File: src/rtl/string_dl_ctrl.sv
// Delay-line sequencer for the waveguide string: per sample, read the tap at wptr-dly,
// then write the new sample at wptr; also bulk-zeroes the RAM on request.
module string_dl_ctrl #(
    parameter int unsigned ADDR_W = 11,
    parameter int unsigned DATA_W = 18
) (
    input  logic              clk_i,
    input  logic              reset_i,
    input  logic [ADDR_W-1:0] dly_i,
    input  logic              in_stb_i,
    input  logic [DATA_W-1:0] in_sample_i,
    input  logic              clr_i,
    output logic              busy_o,
    output logic              out_stb_o,
    output logic [DATA_W-1:0] out_sample_o,
    output logic              ovr_o,
    output logic              ram_wrt_o,
    output logic [ADDR_W-1:0] ram_a_o,
    output logic [DATA_W-1:0] ram_i_o,
    input  logic [DATA_W-1:0] ram_o_i
);

    typedef enum logic [1:0] {StIdle, StRd, StWr, StClr} state_e;

    localparam logic [ADDR_W-1:0] LastAddr = '1;

    state_e            state_q, state_d;
    logic [ADDR_W-1:0] wptr_q, wptr_d;
    logic [ADDR_W-1:0] ram_a_q, ram_a_d;
    logic [DATA_W-1:0] smp_q, smp_d;
    logic [DATA_W-1:0] ram_wd_q, ram_wd_d;
    logic [DATA_W-1:0] out_sample_q, out_sample_d;
    logic              ram_wrt_q, ram_wrt_d;
    logic              out_stb_q, out_stb_d;
    logic              ovr_q, ovr_d;
    logic              busy_q, busy_d;

    always_ff @(posedge clk_i) begin
        if (reset_i) begin
            state_q      <= StIdle;
            wptr_q       <= '0;
            ram_a_q      <= '0;
            smp_q        <= '0;
            ram_wd_q     <= '0;
            out_sample_q <= '0;
            ram_wrt_q    <= 1'b0;
            out_stb_q    <= 1'b0;
            ovr_q        <= 1'b0;
            busy_q       <= 1'b0;
        end else begin
            state_q      <= state_d;
            wptr_q       <= wptr_d;
            ram_a_q      <= ram_a_d;
            smp_q        <= smp_d;
            ram_wd_q     <= ram_wd_d;
            out_sample_q <= out_sample_d;
            ram_wrt_q    <= ram_wrt_d;
            out_stb_q    <= out_stb_d;
            ovr_q        <= ovr_d;
            busy_q       <= busy_d;
        end
    end

    always_comb begin
        state_d = state_q;
        unique case (state_q)
            StIdle: begin
                if (clr_i) begin
                    state_d = StClr;
                end else if (in_stb_i) begin
                    state_d = StRd;
                end
            end
            StRd:    state_d = StWr;
            StWr:    state_d = StIdle;
            StClr: begin
                if (ram_a_q == LastAddr) begin
                    state_d = StIdle;
                end
            end
            default: state_d = StIdle;
        endcase
    end

    // Next values of the registered outputs; busy tracks the registered state one-for-one.
    always_comb begin
        wptr_d       = wptr_q;
        ram_a_d      = ram_a_q;
        smp_d        = smp_q;
        ram_wd_d     = ram_wd_q;
        out_sample_d = out_sample_q;
        ram_wrt_d    = 1'b0;
        out_stb_d    = 1'b0;
        ovr_d        = ovr_q;
        busy_d       = (state_d != StIdle);
        unique case (state_q)
            StIdle: begin
                if (clr_i) begin
                    ram_a_d   = '0;
                    ram_wd_d  = '0;
                    ram_wrt_d = 1'b1;
                    if (in_stb_i) begin
                        ovr_d = 1'b1;
                    end
                end else if (in_stb_i) begin
                    smp_d   = in_sample_i;
                    ram_a_d = wptr_q - dly_i;
                end
            end
            StRd: begin
                ram_a_d   = wptr_q;
                ram_wd_d  = smp_q;
                ram_wrt_d = 1'b1;
                if (in_stb_i) begin
                    ovr_d = 1'b1;
                end
            end
            StWr: begin
                // ram_o_i still holds the tap read; the write lands on this same edge.
                out_sample_d = ram_o_i;
                out_stb_d    = 1'b1;
                wptr_d       = wptr_q + 1'b1;
                if (in_stb_i) begin
                    ovr_d = 1'b1;
                end
            end
            StClr: begin
                if (ram_a_q == LastAddr) begin
                    wptr_d = '0;
                end else begin
                    ram_a_d   = ram_a_q + 1'b1;
                    ram_wrt_d = 1'b1;
                end
                if (in_stb_i) begin
                    ovr_d = 1'b1;
                end
            end
            default: ;
        endcase
    end

    assign busy_o       = busy_q;
    assign out_stb_o    = out_stb_q;
    assign out_sample_o = out_sample_q;
    assign ovr_o        = ovr_q;
    assign ram_wrt_o    = ram_wrt_q;
    assign ram_a_o      = ram_a_q;
    assign ram_i_o      = ram_wd_q;

endmodule

File: config.mk
export PLATFORM = sky130hd
export DESIGN_NAME = string_dl_ctrl
export DESIGN_NICKNAME = d
export VERILOG_FILES = /design/src/rtl/string_dl_ctrl.sv
export SDC_FILE = /design/constraint.sdc
export NUM_CORES = 1
export LEC_CHECK = 0
export CORE_UTILIZATION = 49
export DETAILED_ROUTE_END_ITERATION = 7
export GPL_TIMING_DRIVEN = 0
export PLACE_DENSITY = 0.85
export RECOVER_POWER = 50
export SETUP_SLACK_MARGIN = 0.2
export SLEW_MARGIN = 0
export SYNTH_ARGS = -nofsm -noshare
export SYNTH_HDL_FRONTEND = slang
export SYNTH_SLANG_ARGS = --single-unit
File: constraint.sdc
create_clock -name clk_i -period 3.2 [get_ports clk_i]
set_input_delay 0.64 -clock clk_i [delete_from_list [all_inputs] [get_ports clk_i]]
set_output_delay 0.64 -clock clk_i [all_outputs]
set_load 0.1 [all_outputs]
# ---- Word-level counts from Yosys, hierarchy flattened
# Cells that the tools add are included.
dict set report word_totals {
  in_bits 51
  reg_bits 82
  out_inout_bits 51
}
dict set report op_classes {
  reduce_logical 10
  n_addsub 3
  eq_ne 8
  muxes 19
  bitwise 1
}
# op count
set ops {}
lappend ops {{$mux 11} 4}
lappend ops {{$pmux 18 s2} 1}
lappend ops {{$pmux 11 s3} 1}
lappend ops {{$add 11x1->11 const B} 2}
lappend ops {{$pmux 11 s2} 1}
lappend ops {{$mux 18} 1}
lappend ops {{$eq 11x11->1 const B} 1}
lappend ops {{$sub 11x11->11} 1}
lappend ops {{$pmux 2 s4} 1}
lappend ops {{$mux 2} 3}
lappend ops {{$ne 2x2->1 const B} 3}
lappend ops {{$reduce_and 3->1} 2}
lappend ops {{$reduce_bool 2->1} 3}
lappend ops {{$mux 1} 5}
lappend ops {{$eq 2x2->1 const B} 2}
lappend ops {{$reduce_and 2->1} 2}
lappend ops {{$ne 3x3->1 const B} 1}
lappend ops {{$pmux 1 s3} 1}
lappend ops {{$reduce_bool 3->1} 1}
lappend ops {{$reduce_or 3->1} 1}
lappend ops {{$eq 2x1->1 const B} 1}
lappend ops {{$logic_not 2->1} 1}
lappend ops {{$pmux 1 s2} 1}
lappend ops {{$not 1->1} 1}

# ---- Longest topological paths before layout
# Gate-level depths: netlist (run 1).
dict set report depth {
  word_depth 4
  mapped_depth 8
  depth_no_buf 8
}

# ---- Worst setup path before layout (run 1)
# Ideal clock, no wire load.
dict set report synth_timing {
  path_type {flip-flop to flip-flop}
  start {reg ram_a_q[0], in the netlist ram_a_o[0]}
  end {reg ram_a_q[9], in the netlist ram_a_o[9]}
  arrival_time_ns 2.476
  slack_ns 0.635
  t_required_ns 3.112
  n_path_buf 0
  setup_ns 0.088
  stages_incl_launch_ff 7
  cell_sequence {dfxtp_1 > ha_1 > nand4_2 > o31ai_2 > o21a_1 > a31oi_1 > a311oi_2}
}
dict set report synth_between {
  elab_chain_len 3
  elab_cells_between_ends 6
}
# element line_no
set synth_lines {}
lappend synth_lines {{start: declaration} 29} ;# logic [ADDR_W-1:0] ram_a_q, ram_a_d;
lappend synth_lines {{start signal: assignment} 53} ;# ram_a_q <= ram_a_d;
lappend synth_lines {{$add 11x1->11 or $eq 11x11->1 (tied branches)} {131, 128}}
lappend synth_lines {{$mux 11 or $ne 2x2->1 (tied branches)} -}
lappend synth_lines {{$pmux 11 s3 or $reduce_and 3->1 (tied branches)} -}
# Parallel ways exist; a longest one is shown, timed or not. The select of a mux whose other input is x is not followed.
# A chain may end at the register's enable or synchronous reset.

# ---- Worst setup path after layout (run 1)
dict set report layout_timing {
  start {in dly_i[0]}
  end {reg ram_a_q[4], in the netlist ram_a_o[4]}
}
dict set report layout_between {
  elab_chain_len 4
}
# element line_no
set layout_lines {}
lappend layout_lines {{start: declaration} 9} ;# input logic [ADDR_W-1:0] dly_i,
lappend layout_lines {{$sub 11x11->11} 107} ;# ram_a_d = wptr_q - dly_i;
lappend layout_lines {{$mux 11} 105} ;# end else if (in_stb_i) begin
lappend layout_lines {{$mux 11} 98} ;# if (clr_i) begin
lappend layout_lines {{$pmux 11 s3} 96} ;# unique case (state_q)
# No other way between the ends. The select of a mux whose other input is x is not followed.

==> flow_summary.json, run 1 <==
{
  "finClkSkew_ns": 0.0113,
  "timing.critical_path.to_type": "flip-flop",
  "final_hold_viol_count": 0,
  "antenna_found_initial": 0,
  "leakage_nw": 1.93,
  "postRouteAntennaNets": 0,
  "wl_um": 11100,
  "synth_enable_flop_cells": 0,
  "grt_max_degree": 16,
  "cts.path.max_buffers": 2,
  "fillerInstances": 642,
  "synthesis.instances": 493,
  "synth_async_sr_flop_share_pct": 0,
  "grt_setup_unrepaired": "false",
  "detailedPlacementHpwl_um": 8190,
  "delay_of_the_slowest_cell_on_the_worst_path_ns": 0.82,
  "criticalPathCategory": "in -> reg",
  "timing.final.crit_period_ns": 2.85,
  "worst_ep_arrival_time_ns": 3.14,
  "status": "finished, final reports clean",
  "finish.net_count": 669,
  "overflow": 0,
  "ys_seq_area_share_pct": 42.2,
  "layout.cells.most_common": "sky130_fd_sc_hd__clkdlybuf4s50_1",
  "dpl-instance-area_um2": 5030,
  "worst_path_dominant_cell_family": "compound AO/OA/AOI/OAI gates",
  "final-setup-viol-count": 0,
  "cap_viol_max_count": 0,
  "final_cell_mix": "sky130_fd_sc_hd__clkdlybuf4s50_1, sky130_fd_sc_hd__nand2_1, sky130_fd_sc_hd__dfxtp_1",
  "post-route-util_pct": 67.9,
  "critical_path_required_time_ns": 3.49,
  "finalMaxSlewViolations": 0,
  "clock_insertion_delay_at_the_later_pin_of_the_skew_report_ns": 0.37,
  "cellPowerDensity_nw_per_um2": 491,
  "final_layout_size_suffix_gt1_share_pct": 4.26,
  "place.gp.congestion": 0.938,
  "ys_dominant_reg_cell": "sky130_fd_sc_hd__dfxtp_1",
  "syn_area_per_cell_um2": 7.90,
  "design.die.area_um2": 8310,
  "postCtsResizedCells": 0,
  "synth_cell_type_count": 53,
  "cts_num_sinks": 82,
  "grt_pass1_vias": 3677,
  "worst_pin_slew_ns": 1.01,
  "clock_tree_root": "sky130_fd_sc_hd__clkbuf_8",
  "ys_seq_elements": 82,
  "hold_buffers": 0,
  "diodes": 0,
  "placeableCoreArea_um2": 7690,
  "mappedNetlistArea_um2": 3890,
  "dr.first_iter.drc_count": 373,
  "drc": 0,
  "finalCritPeriodShare_pct": 89.1,
  "clock_tree_from_tritoncts": "yes",
  "initial_utilization_pct": 50.7,
  "detailed_routing_iterations_pass_1": 5,
  "overall_die_width_um": 91.1,
  "critical_path_fanouts_max": 4,
  "synth_fp_nets": 557,
  "path_buf_inv": 1,
  "area_growth_pct": 34.0,
  "slew-limit-headroom_pct": 32.2,
  "finalPower_w": 0.00256,
  "boundaryPins": 102,
  "numPortBuffers": 101,
  "vias": 4080,
  "worstPathCellList": "clkdlybuf4s50_1 > ha_1 > fa_1 > and2b_1 > o21ai_0 > a2111oi_0 > o21ai_0 > a21oi_1",
  "cts_htree_levels": 3,
  "clk_pin_slew_ns": 0.09,
  "slowest_stage": "sky130_fd_sc_hd__a2111oi_0",
  "wire_length_of_the_first_global_routing_pass_um": 18000,
  "placement.setup.worst_slack_ns": 0.0524,
  "finalInstanceArea_um2": 5220,
  "timing.critical_path.from_type": "input port",
  "cts_setup_buffers": 0,
  "max_clock_freq_ghz": 0.351,
  "groute.usage.overall_pct": 27.5,
  "finalWorstSetupSlack_ns": 0.349,
  "chipHeight_um": 91.1,
  "post_drt_wl_per_cell_um": 15.5,
  "worstHoldPathType": "reg -> reg",
  "worst_path_most_repeated_cell": "sky130_fd_sc_hd__o21ai_0",
  "fin_tns_setup_ns": 0,
  "cts-buffers-inserted": 9,
  "count_of_yosys_warnings_during_synthesis": 0,
  "vdd_ir_drop_max_v": 0.000333,
  "via_per_inst": 5.73,
  "std_cell_rows": 32
}
## Yosys cell counts (3+ instances only)
master | instances | area share [%]
sky130_fd_sc_hd__nand2_1 | 91 | 8.8
sky130_fd_sc_hd__dfxtp_1 | 82 | 42
sky130_fd_sc_hd__a21oi_1 | 54 | 6.9
sky130_fd_sc_hd__nor2_1 | 48 | 4.6
sky130_fd_sc_hd__clkbuf_1 | 23 | 2.2
sky130_fd_sc_hd__a22oi_1 | 19 | 3.7
sky130_fd_sc_hd__nor3_1 | 18 | 2.3
sky130_fd_sc_hd__o21ai_0 | 16 | 2.1
sky130_fd_sc_hd__inv_1 | 15 | 1.4
sky130_fd_sc_hd__ha_1 | 12 | 3.9
sky130_fd_sc_hd__a311oi_1 | 9 | 2.0
sky130_fd_sc_hd__a31oi_1 | 9 | 1.4
sky130_fd_sc_hd__nand3_1 | 8 | 1.0
sky130_fd_sc_hd__a211oi_1 | 6 | 1.2
sky130_fd_sc_hd__nor2b_1 | 6 | 0.96
sky130_fd_sc_hd__buf_2 | 5 | 0.64
sky130_fd_sc_hd__o21a_1 | 5 | 0.96
sky130_fd_sc_hd__o31ai_1 | 5 | 0.96
sky130_fd_sc_hd__or3_1 | 5 | 0.80
sky130_fd_sc_hd__or4_1 | 5 | 0.96
sky130_fd_sc_hd__and3_1 | 4 | 0.64
sky130_fd_sc_hd__and2_1 | 3 | 0.48
sky130_fd_sc_hd__nand2b_1 | 3 | 0.48
sky130_fd_sc_hd__o211ai_1 | 3 | 0.58
sky130_fd_sc_hd__or2_2 | 3 | 0.48
## metal layers
layer	wire length [µm]	global-route usage (%)	vias up
li1	-	-	1979
met1	5000	36.5	1908
met2	5020	42.6	174
met3	813	7.20	19
met4	214	10.6	0
met5	0	0	-
## state kept, by name, indices dropped and copies added (netlist names), 2 cells and up
register      cells
out_sample_o     18
ram_i_o          18
smp_q            18
ram_a_o          11
wptr_q           11
state_q           2
## tightest hold or removal path, cell delays in order (launching register included)
cell                      delay (ns)
sky130_fd_sc_hd__dfxtp_1        0.32
sky130_fd_sc_hd__nand2_1        0.05
sky130_fd_sc_hd__a21oi_1        0.05
## logic make-up after synthesis
group	share of synthesized area [%]
AND/OR/NAND/NOR	24.0
buffers and inverters	4.50
adder cells (fa/ha/maj)	4.37
XOR/XNOR	0.675
AO/OA/AOI/OAI	24.1
flip-flops	42.2
multiplexers	0.257
## final timing paths
path / from / to / slack (ns) / cells past startpoint
worst min register to register: out_sample_o[8] / out_sample_o[8] / 0.46 / 2
worst min-delay path: out_sample_o[8] / out_sample_o[8] / 0.46 / 2
worst max-delay path: dly_i[0] / ram_a_o[4] / 0.35 / 8
worst max register to register: wptr_q[0] / ram_a_o[4] / 0.46 / 8
## stage by stage
stage	cells	hold slack, ns
floorplan	493	0.437
global placement	696	0.442
detailed placement	696	0.449
CTS	712	0.462
global route	712	0.481
finish	712	0.459
## power by group
part / total [W] / internal (W) / switching [W] / leakage, nW
registers: 0.00111 / 0.00107 / 0.0000436 / 0.668
logic: 0.000688 / 0.000204 / 0.000484 / 1.16
clock network: 0.000758 / 0.000365 / 0.000393 / 0.0998
total: 0.00256 / 0.00164 / 0.000920 / 1.93
## final cells by class
class                   count  area, µm²  share of cell area [%]
multi-input cells         366       2060                    39.6
flip-flops and latches     82       1640                    31.5
repair buffers            101       1010                    19.4
well taps                 102        128                    2.45
clock buffers               9        124                    2.37
plain buffers              30        116                    2.23
clock inverters             7       77.6                    1.49
inverters                  15       56.3                    1.08
(Power assumes the default switching activity.)
==> run 2, diff against run 1 <==
--- a/config.mk
+++ b/config.mk
@@ -5,9 +5,9 @@
 export SDC_FILE = /design/constraint.sdc
 export NUM_CORES = 1
 export LEC_CHECK = 0
+export CAP_MARGIN = 20
 export CORE_UTILIZATION = 49
 export DETAILED_ROUTE_END_ITERATION = 7
-export GPL_TIMING_DRIVEN = 0
 export PLACE_DENSITY = 0.85
 export RECOVER_POWER = 50
 export SETUP_SLACK_MARGIN = 0.2
==> flow_summary.json, run 2 (same netlist as run 1, synthesis figures left out) <==
{
  "via_per_inst": 5.80,
  "place.gp.congestion": 0.933,
  "diodes": 0,
  "wire_length_of_the_first_global_routing_pass_um": 17900,
  "finalMaxSlewViolations": 0,
  "std_cell_rows": 32,
  "fillerInstances": 725,
  "grt_pass1_vias": 3722,
  "numPortBuffers": 101,
  "placeableCoreArea_um2": 7690,
  "worst_ep_arrival_time_ns": 2.99,
  "criticalPathCategory": "in -> reg",
  "postRouteAntennaNets": 0,
  "design.die.area_um2": 8310,
  "detailedPlacementHpwl_um": 7800,
  "clock_insertion_delay_at_the_later_pin_of_the_skew_report_ns": 0.35,
  "final_cells": 693,
  "flip_flop_and_latch_area_um2": 1640,
  "finalCritPeriodShare_pct": 85.9,
  "vdd_ir_drop_max_v": 0.000339,
  "cap_viol_max_count": 1,
  "final_layout_size_suffix_gt1_share_pct": 6.94,
  "post_drt_wl_per_cell_um": 16.0,
  "post-route-util_pct": 63.5,
  "violated_checks": "capacitance limit",
  "antenna_found_initial": 0,
  "clk_pin_slew_ns": 0.09,
  "finish.net_count": 650,
  "leakage_nw": 1.83,
  "timing.critical_path.to_type": "flip-flop",
  "multi_input_area_um2": 2080,
  "clock_tree_from_tritoncts": "yes",
  "cts_setup_buffers": 0,
  "cts-buffers-inserted": 9,
  "postCtsResizedCells": 0,
  "vias": 4022,
  "slew-limit-headroom_pct": 0.349,
  "overall_die_width_um": 91.1,
  "dr.first_iter.drc_count": 472,
  "timing.critical_path.from_type": "input port",
  "initial_utilization_pct": 50.7,
  "hold_buffers": 0,
  "grt_setup_unrepaired": "false",
  "drc": 0,
  "final-setup-viol-count": 0,
  "final_cell_mix": "sky130_fd_sc_hd__nand2_1, sky130_fd_sc_hd__dfxtp_1, sky130_fd_sc_hd__a21oi_1",
  "final_hold_viol_count": 0,
  "place.detailed.instances": 677,
  "cellPowerDensity_nw_per_um2": 517,
  "worstHoldPathType": "reg -> reg",
  "max_clock_freq_ghz": 0.364,
  "overflow": 0,
  "timing.final.crit_period_ns": 2.75,
  "wl_um": 11100,
  "detailed_routing_iterations_pass_1": 5,
  "cts_htree_levels": 3,
  "critical_path_fanouts_max": 4,
  "grt_max_degree": 51,
  "chipHeight_um": 91.1,
  "area_growth_pct": 25.4,
  "groute.usage.overall_pct": 27.2,
  "critical_path_required_time_ns": 3.44,
  "status": "complete, but fails checks",
  "cts.path.max_buffers": 2,
  "worst_pin_slew_ns": 1.49,
  "fin_tns_setup_ns": 0,
  "layout.cells.most_common": "sky130_fd_sc_hd__nand2_1",
  "cts_num_sinks": 82,
  "finClkSkew_ns": 0.00787,
  "clock_tree_root": "sky130_fd_sc_hd__clkbuf_8",
  "boundaryPins": 102
}
==> run 2: stage by stage <==
step,worst slack [ns],hold WS (ns),power [W],area [µm²]
floorplan,0.635,0.437,0.00161,3890
global placement,0.219,0.442,0.00180,4860
finish,0.452,0.457,0.00252,4880
detailed placement,0.139,0.449,0.00181,4860
global route,0.289,0.477,0.00263,4880
CTS,0.500,0.461,0.00256,5060
==> run 2: power breakdown <==
part	internal [W]	switching [W]	total, W
Sequential	0.00107	0.0000465	0.00112
Combinational	0.000173	0.000480	0.000652
Clock	0.000367	0.000387	0.000754
==> run 2: final timing paths <==
kind	slack [ns]	endpoint	depth (start not counted)	start
worst max-delay path	0.45	ram_a_o[8]	8	dly_i[0]
worst min-delay path	0.46	out_sample_o[8]	2	out_sample_o[8]
worst max register to register	0.55	ram_a_o[8]	8	wptr_q[0]
worst min register to register	0.46	out_sample_o[8]	2	out_sample_o[8]
==> run 2: layer usage <==
layer / routed length (µm) / GRT usage, % / part of all wire, %
met5: 0 / 0 / 0
met2: 5340 / 43.1 / 48
met4: 216 / 11.1 / 2.0
met3: 877 / 7.12 / 7.9
met1: 4640 / 35.0 / 42
==> run 2: cell type report <==
cell class,count,area share (%)
clock inverter,7,1.56
multi-input combinational,366,42.5
timing repair buffer,112,16.0
clock buffer,9,2.54
tap,102,2.61
sequential,82,33.6
inverter,15,1.15
==> run 2: critical path, cell delays in order <==
cell and delay, ns:
sky130_fd_sc_hd__clkdlybuf4s50_1 0.40, sky130_fd_sc_hd__ha_1 0.23, sky130_fd_sc_hd__fa_1 0.38, sky130_fd_sc_hd__and2b_1 0.28, sky130_fd_sc_hd__o2111a_2 0.25, sky130_fd_sc_hd__nor3_1 0.07, sky130_fd_sc_hd__or4_1 0.47, sky130_fd_sc_hd__a311oi_1 0.27
==> run 3, diff against run 2 <==
--- a/config.mk
+++ b/config.mk
@@ -11,6 +11,7 @@
 export PLACE_DENSITY = 0.85
 export RECOVER_POWER = 50
 export SETUP_SLACK_MARGIN = 0.2
+export SKIP_CTS_REPAIR_TIMING = 1
 export SLEW_MARGIN = 0
 export SYNTH_ARGS = -nofsm -noshare
 export SYNTH_HDL_FRONTEND = slang
==> results of run 3 <==
Final layout, timing and power as in run 2 (identical DEF).
==> RTL edit, RTL diff (settings of run 2) <==
Set the parameter `ADDR_W` to 12 (it was 11).
--- a/src/rtl/string_dl_ctrl.sv
+++ b/src/rtl/string_dl_ctrl.sv
@@ -3,3 +3,3 @@
 module string_dl_ctrl #(
-    parameter int unsigned ADDR_W = 11,
+    parameter int unsigned ADDR_W = 12,
     parameter int unsigned DATA_W = 18
Interface: changed (resized dly_i and ram_a_o); port bits go from 102 to 104. No check against the original RTL was run, so the function may have changed too.
==> RTL edit against run 2 <==
Worst setup slack improved by 17 ps. Area after synthesis rose by 3.4%. Highest routed layer unchanged. Sequential cell count grew 2. Routed wire length fell by 3.5%. Design area increased by 2.6%. Global-route usage decreased by 1.5 points. Via count rose by 1.2%. Critical endpoint unchanged. Total power is 2.6% higher.
==> RTL edit: results <==
[synthesis]
muxShareOfSynthArea_pct = 0.5284
yosys-top-cells-area = dfxtp_1 (42%), nand2_1 (8.5%), a21oi_1 (7.6%)
syn-num-nets = 578
synth_cells = 512
synth_compound_area_share_pct = 21.91
yosys_register_bits = 84
synth_fa_ha_area_share_pct = 4.538
ys_seq_area_share_pct = 41.78

[pwr]
combPwrFrac_pct = 26.0
p_leak_nw = 1.853
p_clk_w = 0.000768
swShare_pct = 36.55
power_switching_w = 0.0009465
p_per_area_nw_per_um2 = 516.9
ir_worst_vdd_v = 0.0002679

[global_route]
grt_pass1_vias = 3935

[timing]
setup_ws_ps = 468.8
finClkSkew_ps = 10.09

[drt]
avgViaCountPerCell = 5.723

[cells_and_area]
nNetsFinal = 670
nNonClkInverters = 21
fill_cells = 744
area_share_clock_buf_inv_pct = 3.921
layout.non_clock_buffers = 111

[placed_design]
port_buffers = 103
preCtsSetupSlack_ps = 130.4
place_congestion = 0.8789

[worst_setup_path]
path_delay_family = compound AO/OA/AOI/OAI gates
r2r_cells = 10

[outcome]
status = finished clean
RTL edit: cell count changes after synthesis, moves of 5 or more:
cell      delta
nand3_1      +7
xnor2_1      +8
or4_1        -5
a21oi_1      +7
nor2_1       +9
xor2_1       +5
inv_1        +5
a311oi_1     -6
a31oi_1      -7
RTL edit: how the worst min path moves through the flow:
| stage | cells past startpoint | startpoint | slack [ps] | endpoint |
|---|---|---|---|---|
| after global placement | 2 | smp_q[11] | 440 | smp_q[11] |
| after detailed placement | 2 | out_sample_o[2] | 450 | out_sample_o[2] |
| final | 2 | out_sample_o[4] | 460 | out_sample_o[4] |
| after CTS | 2 | out_sample_o[2] | 460 | out_sample_o[2] |
| after global routing | 2 | smp_q[12] | 490 | smp_q[12] |
| after floorplan | 2 | smp_q[0] | 440 | smp_q[0] |
RTL edit: metal layers:
layer	GRT usage, %	vias to the layer above	wire, um
li1	-	1955	-
met1	31.92	1921	4479
met2	42.59	165	5133
met3	5.747	28	836
met4	11.54	0	234
met5	0	-	0
